$ cat config.mk
export PLATFORM = sky130hd
export DESIGN_NAME = axil_rec_packer_flat
export DESIGN_NICKNAME = d
export VERILOG_FILES = /design/src/rtl/axil_rr_pkg.sv /design/src/rtl/axil_rec_packer_if.sv /design/src/rtl/axil_rec_next_chan.sv /design/src/rtl/axil_rec_packer.sv /design/src/flat_wrapper.sv
export SDC_FILE = /design/constraint.sdc
export NUM_CORES = 1
export LEC_CHECK = 0
export ABC_AREA = 1
export CAP_MARGIN = 20
export CORE_MARGIN = 2
export CORE_UTILIZATION = 53
export DETAILED_ROUTE_END_ITERATION = 8
export DONT_BUFFER_PORTS = 1
export PLACE_DENSITY = 0.68
export SYNTH_ARGS = -nofsm -noshare
export SYNTH_HDL_FRONTEND = slang
export SYNTH_SLANG_ARGS = --single-unit
$ cat constraint.sdc
create_clock -name clk -period 2 [get_ports clk]
set_clock_uncertainty 0.05 [all_clocks]
set_input_delay 0.4 -clock clk [delete_from_list [all_inputs] [get_ports clk]]
set_output_delay 0.4 -clock clk [all_outputs]
set_load 0.1 [all_outputs]
$ cat src/rtl/axil_rr_pkg.sv
// Shared definitions for the AXI-Lite record/replay path: channel indices,
// log header field layout, record FSM states and the channel word-count helper.
package axil_rr_pkg;

    localparam int NUM_CH = 3;
    localparam int CH_AW  = 0;
    localparam int CH_W   = 1;
    localparam int CH_AR  = 2;

    // Header word: [2:0] pkt, [5:3] busy, [7:6] payload word count, then seq.
    localparam int HDR_PKT_LSB  = 0;
    localparam int HDR_BUSY_LSB = 3;
    localparam int HDR_CNT_LSB  = 6;
    localparam int HDR_CNT_W    = 2;
    localparam int HDR_SEQ_LSB  = 8;

    typedef logic [NUM_CH-1:0] chan_mask_t;

    typedef enum logic [2:0] {
        ST_IDLE,
        ST_HDR,
        ST_AW,
        ST_W,
        ST_AR
    } state_e;

    function automatic logic [HDR_CNT_W-1:0] chan_count(input chan_mask_t pkt);
        return HDR_CNT_W'(pkt[CH_AW]) + HDR_CNT_W'(pkt[CH_W]) + HDR_CNT_W'(pkt[CH_AR]);
    endfunction

endpackage

$ cat src/rtl/axil_rec_packer_if.sv
// Record-in and log-word-out handshakes of the record packer. The slave
// modport is the packer; the master modport is the recorder plus log sink.
interface axil_rec_packer_if #(
    parameter int ADDR_W = 32,
    parameter int DATA_W = 32,
    parameter int OUT_W  = 64
) ();

    localparam int W_W = DATA_W + DATA_W / 8;

    logic              in_valid;
    logic              in_ready;
    logic [2:0]        in_pkt;
    logic [2:0]        in_busy;
    logic [ADDR_W-1:0] in_aw;
    logic [W_W-1:0]    in_w;
    logic [ADDR_W-1:0] in_ar;

    logic              out_valid;
    logic              out_ready;
    logic [OUT_W-1:0]  out_data;
    logic              out_last;

    modport slave (
        input  in_valid, in_pkt, in_busy, in_aw, in_w, in_ar, out_ready,
        output in_ready, out_valid, out_data, out_last
    );

    modport master (
        output in_valid, in_pkt, in_busy, in_aw, in_w, in_ar, out_ready,
        input  in_ready, out_valid, out_data, out_last
    );

endinterface

$ cat src/rtl/axil_rec_next_chan.sv
// Picks the next word slot of a record (HDR -> AW -> W -> AR, skipping absent
// channels) and flags whether that slot is the record's final word.
module axil_rec_next_chan
    import axil_rr_pkg::*;
(
    input  state_e     cur,
    input  chan_mask_t pkt,
    output state_e     nxt,
    output logic       last
);

    always_comb begin
        // NOTE: every output gets a default first so no path can infer a latch.
        nxt  = ST_IDLE;
        last = 1'b0;

        case (cur)
            ST_IDLE: nxt = ST_HDR;
            ST_HDR: begin
                if (pkt[CH_AW])      nxt = ST_AW;
                else if (pkt[CH_W])  nxt = ST_W;
                else if (pkt[CH_AR]) nxt = ST_AR;
            end
            ST_AW: begin
                if (pkt[CH_W])       nxt = ST_W;
                else if (pkt[CH_AR]) nxt = ST_AR;
            end
            ST_W: begin
                if (pkt[CH_AR])      nxt = ST_AR;
            end
            default: nxt = ST_IDLE;
        endcase

        case (nxt)
            ST_HDR:  last = (pkt == '0);
            ST_AW:   last = !pkt[CH_W] && !pkt[CH_AR];
            ST_W:    last = !pkt[CH_AR];
            ST_AR:   last = 1'b1;
            default: last = 1'b0;
        endcase
    end

endmodule

$ cat src/rtl/axil_rec_packer.sv
// Serializes recorder bundles into a header word plus one word per present
// channel, with AXI-Stream style back-pressure and a completed-record counter.
module axil_rec_packer
    import axil_rr_pkg::*;
#(
    parameter int ADDR_W = 32,
    parameter int DATA_W = 32,
    parameter int OUT_W  = 64,
    parameter int SEQ_W  = 16
) (
    input  logic                clk,
    input  logic                rst_n,
    axil_rec_packer_if.slave    bus,
    output logic [31:0]         rec_cnt
);

    localparam int W_W = DATA_W + DATA_W / 8;

    state_e            state_q,     state_d;
    chan_mask_t        pkt_q,       pkt_d;
    logic [ADDR_W-1:0] aw_q,        aw_d;
    logic [W_W-1:0]    w_q,         w_d;
    logic [ADDR_W-1:0] ar_q,        ar_d;
    logic [SEQ_W-1:0]  seq_q,       seq_d;
    logic [31:0]       rec_cnt_q,   rec_cnt_d;
    logic              out_valid_q, out_valid_d;
    logic              out_last_q,  out_last_d;
    logic [OUT_W-1:0]  out_data_q,  out_data_d;

    state_e nxt_state;
    logic   nxt_last;
    logic   in_ready;
    logic   out_hs;
    logic   accept;

    axil_rec_next_chan u_next_chan (
        .cur  (state_q),
        .pkt  (pkt_q),
        .nxt  (nxt_state),
        .last (nxt_last)
    );

    function automatic logic [OUT_W-1:0] make_hdr(
        input chan_mask_t       pkt,
        input chan_mask_t       busy,
        input logic [SEQ_W-1:0] seq
    );
        logic [OUT_W-1:0] h;
        h = '0;
        h[HDR_PKT_LSB  +: NUM_CH]    = pkt;
        h[HDR_BUSY_LSB +: NUM_CH]    = busy;
        h[HDR_CNT_LSB  +: HDR_CNT_W] = chan_count(pkt);
        h[HDR_SEQ_LSB  +: SEQ_W]     = seq;
        return h;
    endfunction

    assign out_hs   = out_valid_q && bus.out_ready;
    assign in_ready = (state_q == ST_IDLE) || (out_hs && out_last_q);
    assign accept   = bus.in_valid && in_ready;

    always_comb begin
        state_d     = state_q;
        pkt_d       = pkt_q;
        aw_d        = aw_q;
        w_d         = w_q;
        ar_d        = ar_q;
        seq_d       = seq_q;
        rec_cnt_d   = rec_cnt_q;
        out_valid_d = out_valid_q;
        out_last_d  = out_last_q;
        out_data_d  = out_data_q;

        if (out_hs) begin
            if (out_last_q) begin
                rec_cnt_d   = rec_cnt_q + 32'd1;
                seq_d       = seq_q + SEQ_W'(1);
                state_d     = ST_IDLE;
                out_valid_d = 1'b0;
                out_last_d  = 1'b0;
                out_data_d  = '0;
            end else begin
                state_d    = nxt_state;
                out_last_d = nxt_last;
                case (nxt_state)
                    ST_AW:   out_data_d = OUT_W'(aw_q);
                    ST_W:    out_data_d = OUT_W'(w_q);
                    ST_AR:   out_data_d = OUT_W'(ar_q);
                    default: out_data_d = '0;
                endcase
            end
        end

        // Busy bits only ever appear in the header, so they go straight into
        // the header word here; seq_d already reflects a same-cycle completion.
        if (accept) begin
            pkt_d       = bus.in_pkt;
            aw_d        = bus.in_aw;
            w_d         = bus.in_w;
            ar_d        = bus.in_ar;
            state_d     = ST_HDR;
            out_valid_d = 1'b1;
            out_last_d  = (bus.in_pkt == '0);
            out_data_d  = make_hdr(bus.in_pkt, bus.in_busy, seq_d);
        end
    end

    always_ff @(posedge clk or negedge rst_n) begin
        if (!rst_n) begin
            state_q     <= ST_IDLE;
            pkt_q       <= '0;
            aw_q        <= '0;
            w_q         <= '0;
            ar_q        <= '0;
            seq_q       <= '0;
            rec_cnt_q   <= '0;
            out_valid_q <= 1'b0;
            out_last_q  <= 1'b0;
            out_data_q  <= '0;
        end else begin
            // NOTE: non-blocking only, so every flop samples pre-edge values.
            state_q     <= state_d;
            pkt_q       <= pkt_d;
            aw_q        <= aw_d;
            w_q         <= w_d;
            ar_q        <= ar_d;
            seq_q       <= seq_d;
            rec_cnt_q   <= rec_cnt_d;
            out_valid_q <= out_valid_d;
            out_last_q  <= out_last_d;
            out_data_q  <= out_data_d;
        end
    end

    assign bus.in_ready  = in_ready;
    assign bus.out_valid = out_valid_q;
    assign bus.out_last  = out_last_q;
    assign bus.out_data  = out_data_q;
    assign rec_cnt       = rec_cnt_q;

endmodule
$ cat src/flat_wrapper.sv
// flat-port wrapper written by rule: the top's interface ports become plain ports
module axil_rec_packer_flat import axil_rr_pkg::*;
#(
    parameter int ADDR_W = 32,
    parameter int DATA_W = 32,
    parameter int OUT_W  = 64,
    parameter int SEQ_W  = 16
)
  (clk, rst_n, rec_cnt, bus_in_valid, bus_in_pkt, bus_in_busy, bus_in_aw, bus_in_w, bus_in_ar, bus_out_ready, bus_in_ready, bus_out_valid, bus_out_data, bus_out_last);
  axil_rec_packer_if #(.ADDR_W(ADDR_W), .DATA_W(DATA_W), .OUT_W(OUT_W)) bus_i ();
  input  logic clk;
  input  logic rst_n;
  output logic [31:0] rec_cnt;
  input wire logic [$bits(bus_i.in_valid)-1:0] bus_in_valid;
  input wire logic [$bits(bus_i.in_pkt)-1:0] bus_in_pkt;
  input wire logic [$bits(bus_i.in_busy)-1:0] bus_in_busy;
  input wire logic [$bits(bus_i.in_aw)-1:0] bus_in_aw;
  input wire logic [$bits(bus_i.in_w)-1:0] bus_in_w;
  input wire logic [$bits(bus_i.in_ar)-1:0] bus_in_ar;
  input wire logic [$bits(bus_i.out_ready)-1:0] bus_out_ready;
  output wire logic [$bits(bus_i.in_ready)-1:0] bus_in_ready;
  output wire logic [$bits(bus_i.out_valid)-1:0] bus_out_valid;
  output wire logic [$bits(bus_i.out_data)-1:0] bus_out_data;
  output wire logic [$bits(bus_i.out_last)-1:0] bus_out_last;
  assign bus_i.in_valid = bus_in_valid;
  assign bus_i.in_pkt = bus_in_pkt;
  assign bus_i.in_busy = bus_in_busy;
  assign bus_i.in_aw = bus_in_aw;
  assign bus_i.in_w = bus_in_w;
  assign bus_i.in_ar = bus_in_ar;
  assign bus_i.out_ready = bus_out_ready;
  assign bus_in_ready = bus_i.in_ready;
  assign bus_out_valid = bus_i.out_valid;
  assign bus_out_data = bus_i.out_data;
  assign bus_out_last = bus_i.out_last;
  axil_rec_packer #(.ADDR_W(ADDR_W), .DATA_W(DATA_W), .OUT_W(OUT_W), .SEQ_W(SEQ_W)) u_core (.clk(clk), .rst_n(rst_n), .bus(bus_i), .rec_cnt(rec_cnt));
endmodule
# Word-level counts from Yosys, hierarchy flattened
# Index checks and enable logic that the tools add are counted.
dict set report word_totals {
  ff_bits 220
  in_bits 110
}
dict set report op_classes {
  eq_ne 7
  mux 20
  n_reduce_logical 14
  add_sub_neg 4
}
# cell count
set ops {}
lappend ops {{$mux W64} 3}
lappend ops {{$pmux W36 S3} 1}
lappend ops {{$add A32 B1 Y32 const B} 1}
lappend ops {{$mux W16} 2}
lappend ops {{$mux W3} 6}
lappend ops {{$add A16 B1 Y16 const B} 1}
lappend ops {{$eq A3 B2 Y1 const B} 4}
lappend ops {{$pmux W3 S4} 1}
lappend ops {{$logic_not A3 Y1} 3}
lappend ops {{$eq A3 B1 Y1 const B} 2}
lappend ops {{$mux W1} 6}
lappend ops {{$logic_and A1 B1 Y1} 4}
lappend ops {{$pmux W1 S4} 1}
lappend ops {{$reduce_and A2 Y1} 2}
lappend ops {{$reduce_bool A2 Y1} 2}
lappend ops {{$eq A3 B3 Y1 const B} 1}
lappend ops {{$add A1 B1 Y2} 1}
lappend ops {{$add A2 B1 Y2} 1}
lappend ops {{$logic_not A1 Y1} 2}
lappend ops {{$logic_or A1 B1 Y1} 1}

# Depth between registers and ports, before layout
# Gate-level depths: netlist of run 1.
dict set report logic_depth {
  word_depth 9
  depth_mapped 10
  mapped_depth_nobuf 9
}

# Hierarchy
# Synthesis of run 1 repeated with hierarchy kept, for this count alone.
dict set report unflattened {
  cells_unflattened 1251
  area_unflattened_um2 9531.6
}
# module seq_area_each_um2 cells_each n_inst area_per_inst_um2
set modules_own_cells {}
lappend modules_own_cells {axil_rec_packer 4804.6 1221 1 9400.3}
lappend modules_own_cells {axil_rec_next_chan 0.0 30 1 131.4}

# Worst setup path before layout of run 1
# Ideal clock, no wire load.
dict set report synth_timing {
  path_kind {register to register}
  from {reg u_core.out_last_q (netlist: u_core.bus.out_last)}
  to {reg u_core.out_data_q[32] (netlist: u_core.bus.out_data[32])}
  synth_period_minus_slack_ps 2586
  stages_incl_launch_ff 9
  setup_time_ps 129
  path_buffers 1
  setup_slack_ps -586
  t_arrival_ps 2407
  path_cell_list {dfrtp_1 nand3_4 nand2_2 nand2_4 nand2_2 inv_2 buf_4 nand2_1 o21ai_0}
}
dict set report synth_between {
  elab_chain_len 4
  elab_cells_between_ends 7
  classes_between {mux: 3; reduce/logical: 4}
}
# item line
set synth_lines {}
lappend synth_lines {{start, declared} axil_rec_packer.sv:27} ;# logic out_last_q, out_last_d;
lappend synth_lines {{start signal, assigned} axil_rec_packer.sv:129} ;# out_last_q <= out_last_d;
lappend synth_lines {{$logic_and A1 B1 Y1 *} axil_rec_packer.sv:58} ;# assign in_ready = (state_q == ST_IDLE) || (out_hs && out_last_q);
lappend synth_lines {{$logic_or A1 B1 Y1 *} axil_rec_packer.sv:58}
lappend synth_lines {{via bus_in_ready} flat_wrapper.sv:21} ;# output wire logic [$bits(bus_i.in_ready)-1:0] bus_in_ready;
lappend synth_lines {{$logic_and A1 B1 Y1 *} axil_rec_packer.sv:59} ;# assign accept = bus.in_valid && in_ready;
lappend synth_lines {{$mux W64 or $reduce_bool A2 Y1 (tied branches)} --}
lappend synth_lines {{end signal, assigned} axil_rec_packer.sv:130} ;# out_data_q <= out_data_d;
lappend synth_lines {{end, declared} axil_rec_packer.sv:28} ;# logic [OUT_W-1:0] out_data_q, out_data_d;
# Mark *: on every way through the listed nets, which the timed path passes. The rest lies on a longest branch. The select of a mux whose other input is x is not followed.
# A chain may end at the register's enable or synchronous reset.

# Final worst setup path of run 1
dict set report layout_timing {
  from {reg u_core.state_q[1]}
  to {out bus_in_ready}
}
dict set report layout_between {
  elab_chain_len 2
}
# item line
set layout_lines {}
lappend layout_lines {{start, declared} axil_rec_packer.sv:19} ;# state_e state_q, state_d;
lappend layout_lines {{start signal, assigned} axil_rec_packer.sv:121} ;# state_q <= state_d;
lappend layout_lines {{$logic_not A3 Y1} axil_rec_packer.sv:58}
lappend layout_lines {{$logic_or A1 B1 Y1} axil_rec_packer.sv:58}
lappend layout_lines {{end, declared} flat_wrapper.sv:21}
# Every way passes these cells.

==> impl_metrics.env, run 1 <==
export IMPL_status="finished, violations left"
export IMPL_violations="hold timing"
export IMPL_path_buf_inv=1
export IMPL_vias_per_cell=5.07
export IMPL_dr_first_iter_drc_count=658
export IMPL_drv_cap=0
export IMPL_power_share_combinational_pct=42.7
export IMPL_vdd_ir_drop_max_uv=756
export IMPL_cts_tree="built"
export IMPL_synth_seq_cells=192
export IMPL_synth_yosys_seq_area_share_pct=52.4
export IMPL_grt_pass1_vias=6915
export IMPL_p_switching_mw=7.61
export IMPL_fin_crit_sh_pct=95.9
export IMPL_h_tree_depth=4
export IMPL_antenna_cells=0
export IMPL_insertion_delay_ns=0.42
export IMPL_fin_hold_ws_ns=-0.383
export IMPL_netSwitchingFraction_pct=45.6
export IMPL_clkSlewWorstSetupHoldPaths_ns=0.07
export IMPL_p_leak_nw=5.48
export IMPL_drt_wl_total_mm=21.8
export IMPL_dieArea_um2=18400
export IMPL_required_ns=1.55
export IMPL_grt_total_usage_pct=24.4
export IMPL_nets=1351
export IMPL_power_frac_seq_pct=36.4
export IMPL_wl_per_cell_um=14.8
export IMPL_hold_viol_final=192
export IMPL_firstDrtPassIters=5
export IMPL_ys_warnings_count=0
export IMPL_die_h_um=136
export IMPL_rsz0062_at_grt="false"
export IMPL_grt_ovfl_total=0
export IMPL_endpoint_kind="primary output"
export IMPL_drc=0
export IMPL_clkPwrFrac_pct=20.9
export IMPL_fp_dieW_um=136
export IMPL_io_buffer_count=0
export IMPL_hp_class="input pin to async pin"
export IMPL_timing_fmax_ghz=0.522
export IMPL_power_mw=16.7
export IMPL_start_util_pct=53.6
export IMPL_synth_cell_types=38
export IMPL_crit_family="flip-flops"
export IMPL_cp_max_fo=6
export IMPL_synth_cells=1170
export IMPL_antenna_left=0
export IMPL_intPower_mw=9.09
export IMPL_setup_viol=0
export IMPL_antenna_found_initial=0
export IMPL_cts_root_buf="clkbuf_16"
export IMPL_cts_buffer_depth=2
export IMPL_max_stage_delay_ns=0.43
export IMPL_clock_sinks=192
export IMPL_final_max_slew_violation_count=0
export IMPL_avgSynthCellArea_um2=7.84
export IMPL_worstMarginPinSlew_ns=0.504
export IMPL_fp_coreArea_um2=17100
export IMPL_setup_tns_ns=0
export IMPL_drive_gt1_share_pct=13.7
export IMPL_fin_crit_ns=1.92
export IMPL_num_rows=48
export IMPL_pin_count=209
export IMPL_crit_chain="nor2_2 > nand2_2 > nand2_4 > buf_8"
export IMPL_vias=7489
export IMPL_slew_headroom_pct=66.1
export IMPL_pwr_density_cell_nw_per_um2=1580
export IMPL_numCtsBuffers=17
export IMPL_cp_start_kind="flop"
export IMPL_hpwlAfterDp_mm=15.4
export IMPL_crit_type="flop to primary output"
export IMPL_grt_pass1_wl_mm=34.9
export IMPL_cpMaxStageDelayCell="dfrtp_1"
export IMPL_place_congestion=0.882
export IMPL_grt_start_max_net_pins=193
export IMPL_syn_area_um2=9180
export IMPL_area_growth_pct=14.9
export IMPL_worstPathArrival_ns=1.47
[stage by stage]
| step | worst slack, ns | cells | util, % | instance area (um^2) |
|---|---|---|---|---|
| after floorplan | 0.00659 | 1197 | - | 9320 |
| after global placement | 0.180 | 1443 | 57.9 | 9910 |
| after detailed placement | 0.102 | 1443 | 57.9 | 9910 |
| after CTS | 0.0193 | 1475 | 61.5 | 10500 |
| after global routing | 0.00797 | 1476 | 61.6 | 10500 |
| final | 0.0829 | 1476 | 61.6 | 10500 |
[state kept, by name, summed over array words and instances (netlist names)]
name and flops:
u_core.pkt_q 3, u_core.w_q 36, u_core.aw_q 32, u_core.bus.out_last 1
u_core.seq_q 16, u_core.bus.out_valid 1, u_core.bus.out_data 36, u_core.rec_cnt 32
u_core.ar_q 32, u_core.state_q 3
[cell type report]
type,count,area [um^2]
clock buffers,17,425
fillers,1556,6580
well taps,225,282
multi-input cells,875,3810
inverters,61,234
clock inverters,15,185
repair buffers,91,766
flip-flops and latches,192,4840
[what timing repair did]
| item | CTS | global route |
|---|---|---|
| pin swaps | 0 | 1 |
| endpoints found under the setup margin | 1 | 38 |
| gates cloned | 0 | 0 |
| hold endpoints to repair | 192 | 192 |
| gates resized for setup | 1 | 4 |
| setup buffers | 0 | 1 |
[power by group through the flow]
stage / registers [mW] / clock network [mW] / logic [mW]
after detailed placement: 6.11 / 0 / 7.09
after global routing: 6.24 / 3.71 / 7.76
after CTS: 6.06 / 3.56 / 7.14
final: 6.07 / 3.50 / 7.13
after floorplan: 8.02 / 0 / 3.50
after global placement: 6.07 / 0 / 6.99
[per-layer routing]
layer	global-route usage, %	vias up	part of all wire (%)
met1	33.9	3498	45
li1	-	3715	-
met4	10.0	0	2.7
met2	37.1	238	46
met5	0	-	0
met3	5.54	38	6.3
[cells in the final DEF (no fill, tap or decap), types with 4 or more instances in the layout]
master and instances:
clkinvlp_4 4, conb_1 28, o211ai_1 7, nor3_1 14, clkbuf_16 17, nor2_1 47, nand2_2 4, xnor2_1 14
buf_12 6, nor2_2 7, inv_1 59, nand2_1 605, buf_4 84, dfrtp_1 169, o21ai_0 14, dfrtp_2 21
nand3_1 77, xor2_1 15, nand4_1 14
[path summary, 6_finish.rpt]
path / from / endpoint / slack, ns / depth (start not counted)
hold reg to reg: u_core.w_q[32] / u_core.w_q[32] / 0.42 / 2
max in group asynchronous: rst_n / u_core.rec_cnt[7] / 1.86 / 0
min in group clk: bus_in_ar[19] / u_core.ar_q[19] / 0.03 / 2
setup / recovery: u_core.state_q[1] / bus_in_ready / 0.08 / 4
hold / removal: rst_n / u_core.rec_cnt[14] / -0.38 / 0
setup reg to reg: u_core.state_q[1] / u_core.bus.out_data[11] / 0.16 / 8
[kinds of logic after synthesis]
logic type      after synthesis  share of synthesized area, %
xor+xnor                     29                          2.77
simple gates                788                          35.3
flops                       192                          52.4
fa+ha+maj                     3                         0.491
other cells                   1                        0.0409
buf+inv                     130                          7.31
compound gates               27                          1.73
[synth_stat cells (all sizes together)]
library cell  instances  area, um^2
o21ai                15        75.1
a32o                  1        10.0
a21oi                 3        15.0
ha                    2        25.0
fa                    1        20.0
xor2                 15         131
nor3b                 1        7.51
nand3                80         423
inv                  61         229
nor2b                 1        6.26
conb                  1        3.75
and2                  3        18.8
nand2               611        2310
nor4                  1        6.26
or2                   3        18.8
o22ai                 1        6.26
nor2                 56         243
buf                  61         412
dfrtp               192        4800
xnor2                14         123
clkbuf                8        30.0
nand4                15         100
nand3b                1        7.51
nor3                 16        96.4
o211ai                7        52.6
No activity file was read; power rests on OpenSTA's default activity.
==> inputs of run 2 (changes only) <==
--- a/config.mk
+++ b/config.mk
@@ -9,6 +9,7 @@
 export CAP_MARGIN = 20
 export CORE_MARGIN = 2
 export CORE_UTILIZATION = 53
+export CTS_BUF_LIST = sky130_fd_sc_hd__clkbuf_8
 export DETAILED_ROUTE_END_ITERATION = 8
 export DONT_BUFFER_PORTS = 1
 export PLACE_DENSITY = 0.68
==> run 2 against run 1 <==
The run still ends with hold timing left. Count of clock-buffer cells in the layout is the same. Final cell count grew 5.4%. Maximum frequency grew 0.25%. Sequential share of layout area shrank 2.5 points. Sequential power is essentially flat. Hold slack lost 0.039 ns. Via count grew 5.3%. Global-route usage grew 0.98 points. First-iteration DRC count shrank 2.0%. Sequential cell count is the same. Combinational power grew 3%. Wire length grew 3.8%. Largest cell class unchanged.
==> impl_metrics.env, run 2 (synthesis gave the netlist of run 1 again) <==
export IMPL_p_switching_mw=7.57
export IMPL_final_cell_area_um2=11100
export IMPL_antenna_cells=0
export IMPL_fin_cells=1555
export IMPL_num_rows=48
export IMPL_hp_class="input pin to async pin"
export IMPL_clkSlewWorstSetupHoldPaths_ns=0.09
export IMPL_fin_crit_sh_pct=95.6
export IMPL_grt_total_usage_pct=25.4
export IMPL_setup_ws_ns=0.0877
export IMPL_fp_dieW_um=136
export IMPL_cp_start_kind="flop"
export IMPL_cts_tree="built"
export IMPL_setup_viol=0
export IMPL_hpwlAfterDp_mm=15.4
export IMPL_r2r_start="u_core.state_q[1]"
export IMPL_vias=7885
export IMPL_io_buffer_count=0
export IMPL_antenna_found_initial=0
export IMPL_insertion_delay_ns=0.46
export IMPL_violations="hold timing"
export IMPL_grt_pass1_wl_mm=36.7
export IMPL_critPathLaunch="u_core.state_q[1]"
export IMPL_clkPwrFrac_pct=16.6
export IMPL_final_common_cell="nand2_1"
export IMPL_antenna_left=0
export IMPL_pre_cts_ws_ns=0.102
export IMPL_worstMarginPinSlew_ns=0.501
export IMPL_crit_type="flop to primary output"
export IMPL_nets=1430
export IMPL_hold_viol_final=192
export IMPL_intPower_mw=8.47
export IMPL_final_cell_mix="nand2_1 (605), dfrtp_1 (169), buf_4 (84), dlygate4sd3_1 (79), nand3_1 (77)"
export IMPL_status="finished, violations left"
export IMPL_cts_buffer_depth=2
export IMPL_firstDrtPassIters=5
export IMPL_fp_coreArea_um2=17100
export IMPL_dr_first_iter_drc_count=645
export IMPL_endpoint_kind="primary output"
export IMPL_grt_start_max_net_pins=193
export IMPL_clock_sinks=192
export IMPL_placed_cells=1443
export IMPL_power_share_combinational_pct=45.6
export IMPL_wl_per_cell_um=14.6
export IMPL_power_frac_seq_pct=37.8
export IMPL_grt_ovfl_total=0
export IMPL_dieArea_um2=18400
export IMPL_start_util_pct=53.6
export IMPL_p_leak_nw=5.73
export IMPL_fin_hold_ws_ns=-0.422
export IMPL_pwr_density_cell_nw_per_um2=1440
export IMPL_cts_root_buf="clkbuf_8"
export IMPL_slew_headroom_pct=66.4
export IMPL_grt_pass1_vias=7424
export IMPL_final_max_slew_violation_count=0
export IMPL_vias_per_cell=5.07
export IMPL_area_growth_pct=21.5
export IMPL_drive_gt1_share_pct=12.9
export IMPL_place_area_um2=9910
export IMPL_die_h_um=136
export IMPL_numCtsBuffers=17
export IMPL_drc=0
export IMPL_vdd_ir_drop_max_uv=677
export IMPL_worstPathArrival_ns=1.46
export IMPL_cp_max_fo=6
export IMPL_drv_cap=0
export IMPL_reg2reg_slack_ns=0.21
export IMPL_power_mw=16.0
export IMPL_setup_tns_ns=0
export IMPL_fin_crit_ns=1.91
export IMPL_h_tree_depth=4
export IMPL_netSwitchingFraction_pct=47.2
export IMPL_rsz0062_at_grt="false"
export IMPL_timing_fmax_ghz=0.523
export IMPL_pin_count=209
export IMPL_place_congestion=0.882
export IMPL_drt_wl_total_mm=22.7
export IMPL_required_ns=1.55
==> run 2: final timing paths <==
kind | cells past startpoint | end
min | 0 | u_core.rec_cnt[14]
min in group clk | 2 | u_core.aw_q[5]
max in group asynchronous | 0 | u_core.rec_cnt[1]
max | 4 | bus_in_ready
min reg2reg | 2 | u_core.w_q[35]
max reg2reg | 8 | u_core.bus.out_data[11]
==> run 2: critical path, stage by stage, from the launching register on <==
cell	delay, ns
dfrtp_1	0.47
nor2_4	0.16
nand2_2	0.11
nand2_4	0.10
buf_12	0.18
==> run 2: layout make-up <==
cell class | instances | area, um^2
inverter | 61 | 234
clock inverter | 15 | 185
timing repair buffer | 170 | 1560
sequential | 192 | 4840
fill | 1458 | 5970
tap | 225 | 282
multi-input combinational | 875 | 3810
clock buffer | 17 | 234
==> run 2: power groups by stage <==
stage / combinational, mW / clock [mW] / sequential, mW
4_1_cts: 7.29 / 2.71 / 6.05
3_3_place_gp: 6.99 / 0 / 6.07
2_1_floorplan: 3.50 / 0 / 8.02
3_5_place_dp: 7.09 / 0 / 6.11
6_report: 7.32 / 2.66 / 6.06
5_1_grt: 7.95 / 2.86 / 6.23
==> run 2: per-stage QoR <==
step	hold WS, ns	util (%)
after floorplan	0.0544	-
after global placement	0.0596	57.9
after detailed placement	0.0596	57.9
after CTS	-0.453	64.9
after global routing	-0.455	65.1
final	-0.422	65.1
==> run 2: what timing repair did <==
action                     4_1_cts  5_1_grt
hold buffers                    76        3
setup endpoints to repair        1       38
hold endpoints to repair       268      195
resized for setup                3        4
setup buffers                    0        1
pin swaps                        0        1
==> run 2: per-layer routing <==
layer  wire [um]  vias up  global-route usage, %
met5           0        -                      0
met4         507        0                   9.14
met3        1580       39                   4.83
met2       10700      293                   40.6
met1        9840     3685                   34.7
li1            -     3868                      -
==> inputs of run 3 (changes only) <==
--- a/config.mk
+++ b/config.mk
@@ -12,7 +12,7 @@
 export CTS_BUF_LIST = sky130_fd_sc_hd__clkbuf_8
 export DETAILED_ROUTE_END_ITERATION = 8
 export DONT_BUFFER_PORTS = 1
-export PLACE_DENSITY = 0.68
+export PLACE_DENSITY_LB_ADDON = 0.25
 export SYNTH_ARGS = -nofsm -noshare
 export SYNTH_HDL_FRONTEND = slang
 export SYNTH_SLANG_ARGS = --single-unit
==> run 3 against run 2 <==
The flow still finishes with violations (hold timing). Hold slack worse by 0.013 ns. Count of clock-buffer cells in the layout grew 3. Clock power is 5% higher. Via count grew 1.4%. First-iteration DRC count is 11% higher.
==> impl_metrics.env, run 3 (synthesis gave the netlist of run 1 again) <==
export IMPL_placed_cells=1438
export IMPL_worstPathArrival_ns=1.50
export IMPL_nets=1437
export IMPL_cts_root_buf="clkbuf_8"
export IMPL_power_share_combinational_pct=44.6
export IMPL_power_mw=16.1
export IMPL_insertion_delay_ns=0.47
export IMPL_timing_fmax_ghz=0.513
export IMPL_cp_start_kind="flop"
export IMPL_setup_tns_ns=0
export IMPL_grt_pass1_vias=7859
export IMPL_final_max_slew_violation_count=0
export IMPL_dr_first_iter_drc_count=716
export IMPL_clkSlewWorstSetupHoldPaths_ns=0.10
export IMPL_pre_cts_ws_ns=0.134
export IMPL_dieArea_um2=18400
export IMPL_grt_pass1_wl_mm=38.1
export IMPL_fin_cells=1560
export IMPL_place_congestion=0.896
export IMPL_io_buffer_count=0
export IMPL_drt_wl_total_mm=23.4
export IMPL_reg2reg_slack_ns=0.16
export IMPL_start_util_pct=53.6
export IMPL_vias=7997
export IMPL_fin_hold_ws_ns=-0.435
export IMPL_final_cell_mix="nand2_1 (606), dfrtp_1 (169), dlygate4sd3_1 (92), buf_4 (79), nand3_1 (77)"
export IMPL_fp_dieW_um=136
export IMPL_antenna_found_initial=0
export IMPL_area_growth_pct=22.3
export IMPL_pwr_density_cell_nw_per_um2=1440
export IMPL_grt_start_max_net_pins=193
export IMPL_fill_cells=1437
export IMPL_power_frac_seq_pct=38.0
export IMPL_r2r_end="u_core.bus.out_data[21]"
export IMPL_setup_viol=0
export IMPL_endpoint_kind="primary output"
export IMPL_antenna_cells=0
export IMPL_drv_cap=0
export IMPL_hold_buffers=92
export IMPL_status="finished, violations left"
export IMPL_antenna_left=0
export IMPL_netSwitchingFraction_pct=46.7
export IMPL_fin_crit_sh_pct=97.4
export IMPL_firstDrtPassIters=5
export IMPL_hpwlAfterDp_mm=15.0
export IMPL_grt_ovfl_total=0
export IMPL_violations="hold timing"
export IMPL_p_switching_mw=7.53
export IMPL_r2r_start="u_core.state_q[2]"
export IMPL_grt_total_usage_pct=26.3
export IMPL_place_area_um2=9840
export IMPL_cts_tree="built"
export IMPL_clock_sinks=192
export IMPL_drive_gt1_share_pct=12.2
export IMPL_die_h_um=136
export IMPL_h_tree_depth=4
export IMPL_postCtsSetupBuffers=0
export IMPL_final_cell_area_um2=11200
export IMPL_num_rows=48
export IMPL_vias_per_cell=5.13
export IMPL_fp_coreArea_um2=17100
export IMPL_fin_crit_ns=1.95
export IMPL_cts_buffer_depth=2
export IMPL_rsz0062_at_grt="false"
export IMPL_crit_type="flop to primary output"
export IMPL_p_leak_nw=5.76
export IMPL_r2r_cells=10
export IMPL_clkPwrFrac_pct=17.3
export IMPL_vdd_ir_drop_max_uv=886
export IMPL_pin_count=209
export IMPL_hold_viol_final=192
export IMPL_cp_max_fo=6
export IMPL_wl_per_cell_um=15.0
export IMPL_required_ns=1.55
export IMPL_setup_ws_ns=0.0514
export IMPL_post_route_util_pct=65.6
export IMPL_numCtsBuffers=17
export IMPL_hp_class="input pin to async pin"
export IMPL_final_common_cell="nand2_1"
export IMPL_intPower_mw=8.60
export IMPL_drc=0
## run 3: cell count changes in the layout (fill, tap and decap cells not counted), moves of 2 or more
cell           delta
clkinv_2          +2
buf_4             -5
dlygate4sd3_1    +13
buf_12            -2
clkinvlp_4        -3
clkbuf_8          +3
inv_6             -2
## run 3: worst max-delay path, stage by stage (launching register included)
cell,delay (ns)
dfrtp_1,0.46
nor2_4,0.14
nand2_1,0.14
nand2_4,0.11
buf_12,0.18
## run 3: layer usage
metal / GRT usage [%] / wire, um / vias to the layer above
met1: 34.9 / 10100 / 3777
li1: - / - / 3874
met5: 0 / 0 / -
met2: 43.0 / 11200 / 300
met3: 6.02 / 1590 / 46
met4: 8.68 / 530 / 0
## run 3: how the worst max path moves through the flow
stage,from,to,slack [ns]
5_1_grt,u_core.state_q[1],bus_in_ready,0.002
4_1_cts,u_core.state_q[1],bus_in_ready,0.003
3_5_place_dp,u_core.state_q[1],u_core.bus.out_data[10],0.13
3_3_place_gp,u_core.bus.out_last,u_core.bus.out_data[14],0.19
6_report,u_core.state_q[1],bus_in_ready,0.05
2_1_floorplan,u_core.rec_cnt[23],u_core.rec_cnt[31],0.007
## run 3: power groups by stage
stage	sequential, mW	combinational [mW]	clock (mW)
2_1_floorplan	8.02	3.50	0
5_1_grt	6.28	7.80	2.99
4_1_cts	6.09	7.14	2.83
3_3_place_gp	6.12	6.81	0
3_5_place_dp	6.15	6.92	0
6_report	6.14	7.20	2.80
## run 3: repair_timing
| action | 4_1_cts | 5_1_grt |
|---|---|---|
| resized for setup | 3 | 4 |
| pin swaps | 0 | 0 |
| setup endpoints to repair | 1 | 24 |
| endpoints found under the hold margin | 284 | 192 |
## run 3: final cells by class
| class | count | area (um^2) | area share [%] |
|---|---|---|---|
| flip-flops and latches | 192 | 4840 | 43.1 |
| inverters | 61 | 233 | 2.07 |
| repair buffers | 177 | 1630 | 14.5 |
| clock inverters | 10 | 160 | 1.43 |
| well taps | 225 | 282 | 2.51 |
| multi-input cells | 875 | 3810 | 34.0 |
| clock buffers | 20 | 275 | 2.45 |
